<file path="config.mk">
export PLATFORM = sky130hd
export DESIGN_NAME = pipeline_hazard_ctrl
export DESIGN_NICKNAME = d
export VERILOG_FILES = /design/src/rtl/pipeline_hazard_ctrl.sv
export SDC_FILE = /design/constraint.sdc
export NUM_CORES = 1
export LEC_CHECK = 0
export BUFFER_PORTS_ARGS = -buffer_cell sky130_fd_sc_hd__clkbuf_2
export CAP_MARGIN = 20
export CORE_MARGIN = 3
export CORE_UTILIZATION = 50
export CTS_BUF_LIST = sky130_fd_sc_hd__clkbuf_8
export DETAILED_ROUTE_END_ITERATION = 8
export GPL_TIMING_DRIVEN = 0
export PLACE_DENSITY = 0.79
export SYNTH_ARGS = -nofsm -noshare
export SYNTH_HDL_FRONTEND = slang
export SYNTH_SLANG_ARGS = --single-unit
export TNS_END_PERCENT = 10
</file>
<file path="constraint.sdc">
create_clock -name clk -period 2.1 [get_ports clk]
set_input_delay 0.315 -clock clk [delete_from_list [all_inputs] [get_ports clk]]
set_output_delay 0.315 -clock clk [all_outputs]
set_load 0.02 [all_outputs]
</file>
<file path="src/rtl/pipeline_hazard_ctrl.sv">
// pipeline_hazard_ctrl: stall, flush and forwarding control for a 5-stage RV32 pipeline
//   clk, rst (async, active-low)
//   Rs1D/Rs2D, Rs1E/Rs2E, RdE/RdM/RdW, RegWriteE/M/W, ResultSrcE : hazard sources
//   PCSrcE        : taken branch/jump resolved in E
//   mem_stall_req : data memory not ready, freezes the whole pipe
//   clr_cnt       : synchronous clear of the performance counters
//   StallF/D/E/M, FlushD/E, ForwardAE/BE : pipeline controls
//   timeout_err   : sticky watchdog error on an over-long memory freeze
//   stall_cycles, flush_events : saturating performance counters
//   HAZARD_FWD_EN : when defined, E-stage forwarding plus load-use stall;
//                   when undefined, no forwarding and any RAW dependence stalls D
module pipeline_hazard_ctrl #(
  parameter int CNT_W    = 16,
  parameter int MAX_HOLD = 64
) (
  input  logic             clk,
  input  logic             rst,
  input  logic [4:0]       Rs1D,
  input  logic [4:0]       Rs2D,
  input  logic [4:0]       Rs1E,
  input  logic [4:0]       Rs2E,
  input  logic [4:0]       RdE,
  input  logic             RegWriteE,
  input  logic             ResultSrcE,
  input  logic [4:0]       RdM,
  input  logic             RegWriteM,
  input  logic [4:0]       RdW,
  input  logic             RegWriteW,
  input  logic             PCSrcE,
  input  logic             mem_stall_req,
  input  logic             clr_cnt,
  output logic             StallF,
  output logic             StallD,
  output logic             StallE,
  output logic             StallM,
  output logic             FlushD,
  output logic             FlushE,
  output logic [1:0]       ForwardAE,
  output logic [1:0]       ForwardBE,
  output logic             timeout_err,
  output logic [CNT_W-1:0] stall_cycles,
  output logic [CNT_W-1:0] flush_events
);
  typedef enum logic [1:0] {RUN, HOLD, ERR} state_t;
  localparam logic [15:0] MAXH = 16'(MAX_HOLD);
  state_t state_q, state_d;
  logic [15:0] hold_q, hold_d, holdn;
  logic timeout_q, timeout_d;
  logic [CNT_W-1:0] stall_q, stall_d, flush_q, flush_d;
  logic hz, frz;
`ifdef HAZARD_FWD_EN
  function automatic logic [1:0] fwd(input logic [4:0] rs);
    return (RegWriteM && RdM != 5'd0 && RdM == rs) ? 2'b10 :
           (RegWriteW && RdW != 5'd0 && RdW == rs) ? 2'b01 : 2'b00;
  endfunction
  assign ForwardAE = fwd(Rs1E);
  assign ForwardBE = fwd(Rs2E);
  assign hz = ResultSrcE && RegWriteE && RdE != 5'd0 && (RdE == Rs1D || RdE == Rs2D);
`else
  function automatic logic hit(input logic [4:0] rs);
    return rs != 5'd0 && ((RegWriteE && RdE == rs) || (RegWriteM && RdM == rs) ||
                          (RegWriteW && RdW == rs));
  endfunction
  logic unused_nofwd;
  assign unused_nofwd = ^{ResultSrcE, Rs1E, Rs2E};
  assign ForwardAE = 2'b00;
  assign ForwardBE = 2'b00;
  assign hz = hit(Rs1D) || hit(Rs2D);
`endif
  // A memory freeze (or the error state) holds every stage and defers any flush;
  // a taken branch squashes the D instruction, so it overrides the data-hazard stall.
  always_comb begin
    frz = state_q == ERR || mem_stall_req;
    StallE = frz;
    StallM = frz;
    StallF = frz || (!PCSrcE && hz);
    StallD = StallF;
    FlushD = !frz && PCSrcE;
    FlushE = !frz && (PCSrcE || hz);
    holdn = hold_q + 16'd1;
    state_d = state_q == ERR ? ERR : !mem_stall_req ? RUN :
              (state_q == HOLD && holdn == MAXH) ? ERR : HOLD;
    hold_d = state_d != HOLD ? 16'd0 : state_q == RUN ? 16'd1 : holdn;
    timeout_d = state_d == ERR;
    stall_d = clr_cnt ? '0 : (StallD && stall_q != '1) ? stall_q + CNT_W'(1) : stall_q;
    flush_d = clr_cnt ? '0 : (FlushD && flush_q != '1) ? flush_q + CNT_W'(1) : flush_q;
  end
  always_ff @(posedge clk or negedge rst) begin
    if (!rst) begin
      state_q   <= RUN;
      hold_q    <= '0;
      timeout_q <= 1'b0;
      stall_q   <= '0;
      flush_q   <= '0;
    end else begin
      state_q   <= state_d;
      hold_q    <= hold_d;
      timeout_q <= timeout_d;
      stall_q   <= stall_d;
      flush_q   <= flush_d;
    end
  end
  assign timeout_err  = timeout_q;
  assign stall_cycles = stall_q;
  assign flush_events = flush_q;
endmodule

</file>
==> results.cfg <==
[sta]
finalWorstSetupSlack_ns = -0.229
hold_viol_final = 0
setup-violations-final = 21
drv_slew = 0
min_period_ns = 2.33
fmax_mhz = 429
slew_headroom = 0.641
tightest_slew_ns = 0.539
rsz0062_at_grt = yes
fin_worst_skew_ns = 0.00565
post-route-period-util = 1.11

[logic_synthesis]
ys_seq_area_frac = 0.375
synthCells = 370
ys_async_sr_fraction = 1.00
synth_common_cells = dfrtp_1, nor2_1, xnor2_1
synth_edf_count = 0
netlist_top_cells_area = dfrtp_1, xnor2_1, xor2_1
synth_area_um2 = 3410
yosysWarnings = 0
ys_seq_elements = 51
syn_area_per_cell_um2 = 9.20
synth_most_common_cell = dfrtp_1
yosys_most_used_dff = dfrtp_1
ys_types = 56
yosysTopAreaCellShare = 0.375
synth_top_area_cell = dfrtp_1

[grt]
track_usage = 0.232
grt_pass1_vias = 3069
grt_max_degree = 32
grt_pass1_wl_mm = 14.4
antenna_found_initial = 0
gr-total-overflow = 0

[cells_and_area]
drive_gt1_frac = 0.353
nFillCells = 525
final_nets = 512
antenna-diode-count = 0
final_cells = 542
syn_to_final_growth_pct = 27.4
final_core_util = 0.672

[placed_design]
dp_cells = 522
pre_cts_ws_ns = -0.399
place.gp.congestion = 0.822
place_hpwl_mm = 6.05
io_buffers = 71

[setup_path]
path_cells = clkbuf_16 -> or4_4 -> nor2_4 -> nor4_4 -> nor4_2 -> and2_1 -> a21oi_1 -> clkbuf_2
start_kind = input port
cp_data_required_time_ns = 1.78
critPathBufInv = 2
crit_path_top_delay_cell = or4_4
critPathMaxStageDelay_ns = 0.52
crit_type = in2out
path_max_fanout = 3
crit_arrival_ns = 2.01
endpoint_kind = output port
critPathTopFamily = simple AND/OR/NAND/NOR gates

[clock_tree]
clk_pin_slew_ns = 0.09
clk_latency_ns = 0.31
cts.htree.levels = 2
clockBufferDepth = 2
tritoncts = built
cts-root-buf = clkbuf_8
cts_made_buffers = 5
cts_sinks = 51

[run_status]
violations = setup timing
status = finished, violations left

[routing]
dr.pass1.iters = 4
vias_per_cell = 5.63
vias = 3050
drc_errors = 0
totalWireLength_mm = 8.56
ant_nets = 0
wl_per_cell_um = 15.8
detailedRoute.firstIterationViolations = 137

[floorplanning]
fp.dieH_um = 88.5
coreArea_um2 = 6460
fp.dieW_um = 88.5
ioPinCount = 87
start_util = 0.527
die_area_um2 = 7840
rows = 29

[job]
maxCapViolCount = 0

[pwr]
p_leak_nw = 1.98
powerDensity_nw_per_um2 = 447
ir_drop_mv = 0.278

[worst_hold_path]
hold_path.class = in2reg
==> logic make-up (layout without fill, tap and decap cells) <==
| group | Yosys count | in the layout | synth area share |
|---|---|---|---|
| AND/OR/NAND/NOR | 178 | 178 | 0.280 |
| AO/OA/AOI/OAI | 35 | 35 | 0.0830 |
| adder cells (fa/ha/maj) | 4 | 4 | 0.0147 |
| multiplexers | 10 | 10 | 0.0404 |
| flip-flops | 51 | 51 | 0.375 |
| buffers and inverters | 26 | 118 | 0.0393 |
| XOR/XNOR | 65 | 65 | 0.167 |
| other | 1 | 4 | 0.00110 |
==> sequential cells by signal (all words and copies together) (netlist names) <==
signal / cells
flush_events: 16
timeout_err: 1
state_q: 2
hold_q: 16
stall_cycles: 16
==> per-layer routing <==
| metal | vias to the layer above | part of all wire | global-route usage |
|---|---|---|---|
| li1 | 1470 | - | - |
| met2 | 93 | 0.53 | 0.422 |
| met5 | - | 0 | 0 |
| met3 | 12 | 0.047 | 0.0419 |
| met4 | 0 | 0.014 | 0.0632 |
| met1 | 1475 | 0.41 | 0.281 |
==> path summary, 6_finish.rpt <==
| check | from | to | slack [ns] | depth (start not counted) |
|---|---|---|---|---|
| worst max-delay path | Rs1D[4] | FlushE | -0.23 | 8 |
| worst min-delay path | mem_stall_req | state_q[1]$_DFF_PN0_ | 0.32 | 2 |
| worst max register to register | hold_q[0]$_DFF_PN0_ | hold_q[10]$_DFF_PN0_ | -0.10 | 9 |
| worst min register to register | state_q[0]$_DFF_PN0_ | hold_q[0]$_DFF_PN0_ | 0.57 | 1 |
| max in group asynchronous | rst | hold_q[1]$_DFF_PN0_ | 1.02 | 3 |
| min in group asynchronous | rst | hold_q[6]$_DFF_PN0_ | 0.52 | 2 |
==> layout by cell type, fill, tap and decap left out, types with 3 or more instances in the layout <==
| cell type | netlist | final |
|---|---|---|
| and2_1 | 3 | 3 |
| xnor2_1 | 39 | 37 |
| inv_1 | 6 | 7 |
| o21ai_0 | 5 | 4 |
| and3_1 | 11 | 9 |
| mux2_4 | 7 | 7 |
| conb_1 | 1 | 4 |
| a211oi_1 | 3 | 3 |
| nor3_2 | 2 | 4 |
| buf_2 | 7 | 8 |
| nand4_1 | 16 | 16 |
| xor2_1 | 26 | 26 |
| or3_1 | 4 | 3 |
| nor2_1 | 50 | 50 |
| a21oi_1 | 6 | 5 |
| clkbuf_8 | 0 | 7 |
| dfrtp_2 | 0 | 10 |
| nand3_1 | 21 | 19 |
| nor3_1 | 8 | 5 |
| nor2b_1 | 13 | 12 |
| and4_1 | 7 | 6 |
| dfrtp_1 | 51 | 41 |
| nand2_1 | 24 | 23 |
| buf_4 | 7 | 17 |
| clkbuf_2 | 1 | 68 |
| clkbuf_1 | 5 | 4 |
| nor4_4 | 0 | 3 |
==> through the flow <==
step / setup TNS, ns / cell area, um2 / hold WS (ns) / total power (W)
after floorplan: -0.357 / 3440 / 0.0194 / 0.00118
after CTS: -0.853 / 4290 / 0.302 / 0.00194
after global routing: -4.21 / 4340 / 0.330 / 0.00203
after global placement: -7.65 / 3890 / 0.505 / 0.00129
final: -1.86 / 4340 / 0.324 / 0.00194
after detailed placement: -8.71 / 3920 / 0.320 / 0.00131
==> cell type report <==
type | instances | area (um2) | share of cell area
Multi-Input combinational cell | 296 | 2200 | 0.507
Sequential cell | 51 | 1290 | 0.297
Timing Repair Buffer | 84 | 508 | 0.117
Buffer | 20 | 123 | 0.0283
Clock buffer | 7 | 96.3 | 0.0222
Tap cell | 77 | 96.3 | 0.0222
Inverter | 6 | 22.5 | 0.00519
Clock inverter | 1 | 3.75 | 0.000865
==> report_power, final <==
group	internal [W]	switching, W
clock	0.000296	0.000314
combinational	0.000139	0.000179
sequential	0.000992	0.0000166
total	0.00143	0.000510
==> what timing repair did <==
action,CTS,global route
resized for setup,40,14
endpoints found under the hold margin,20,0
setup endpoints to repair,29,35
pin swaps,16,8
hold buffers,1,0
setup buffers,10,1
Power figures use the tool's default switching activity.
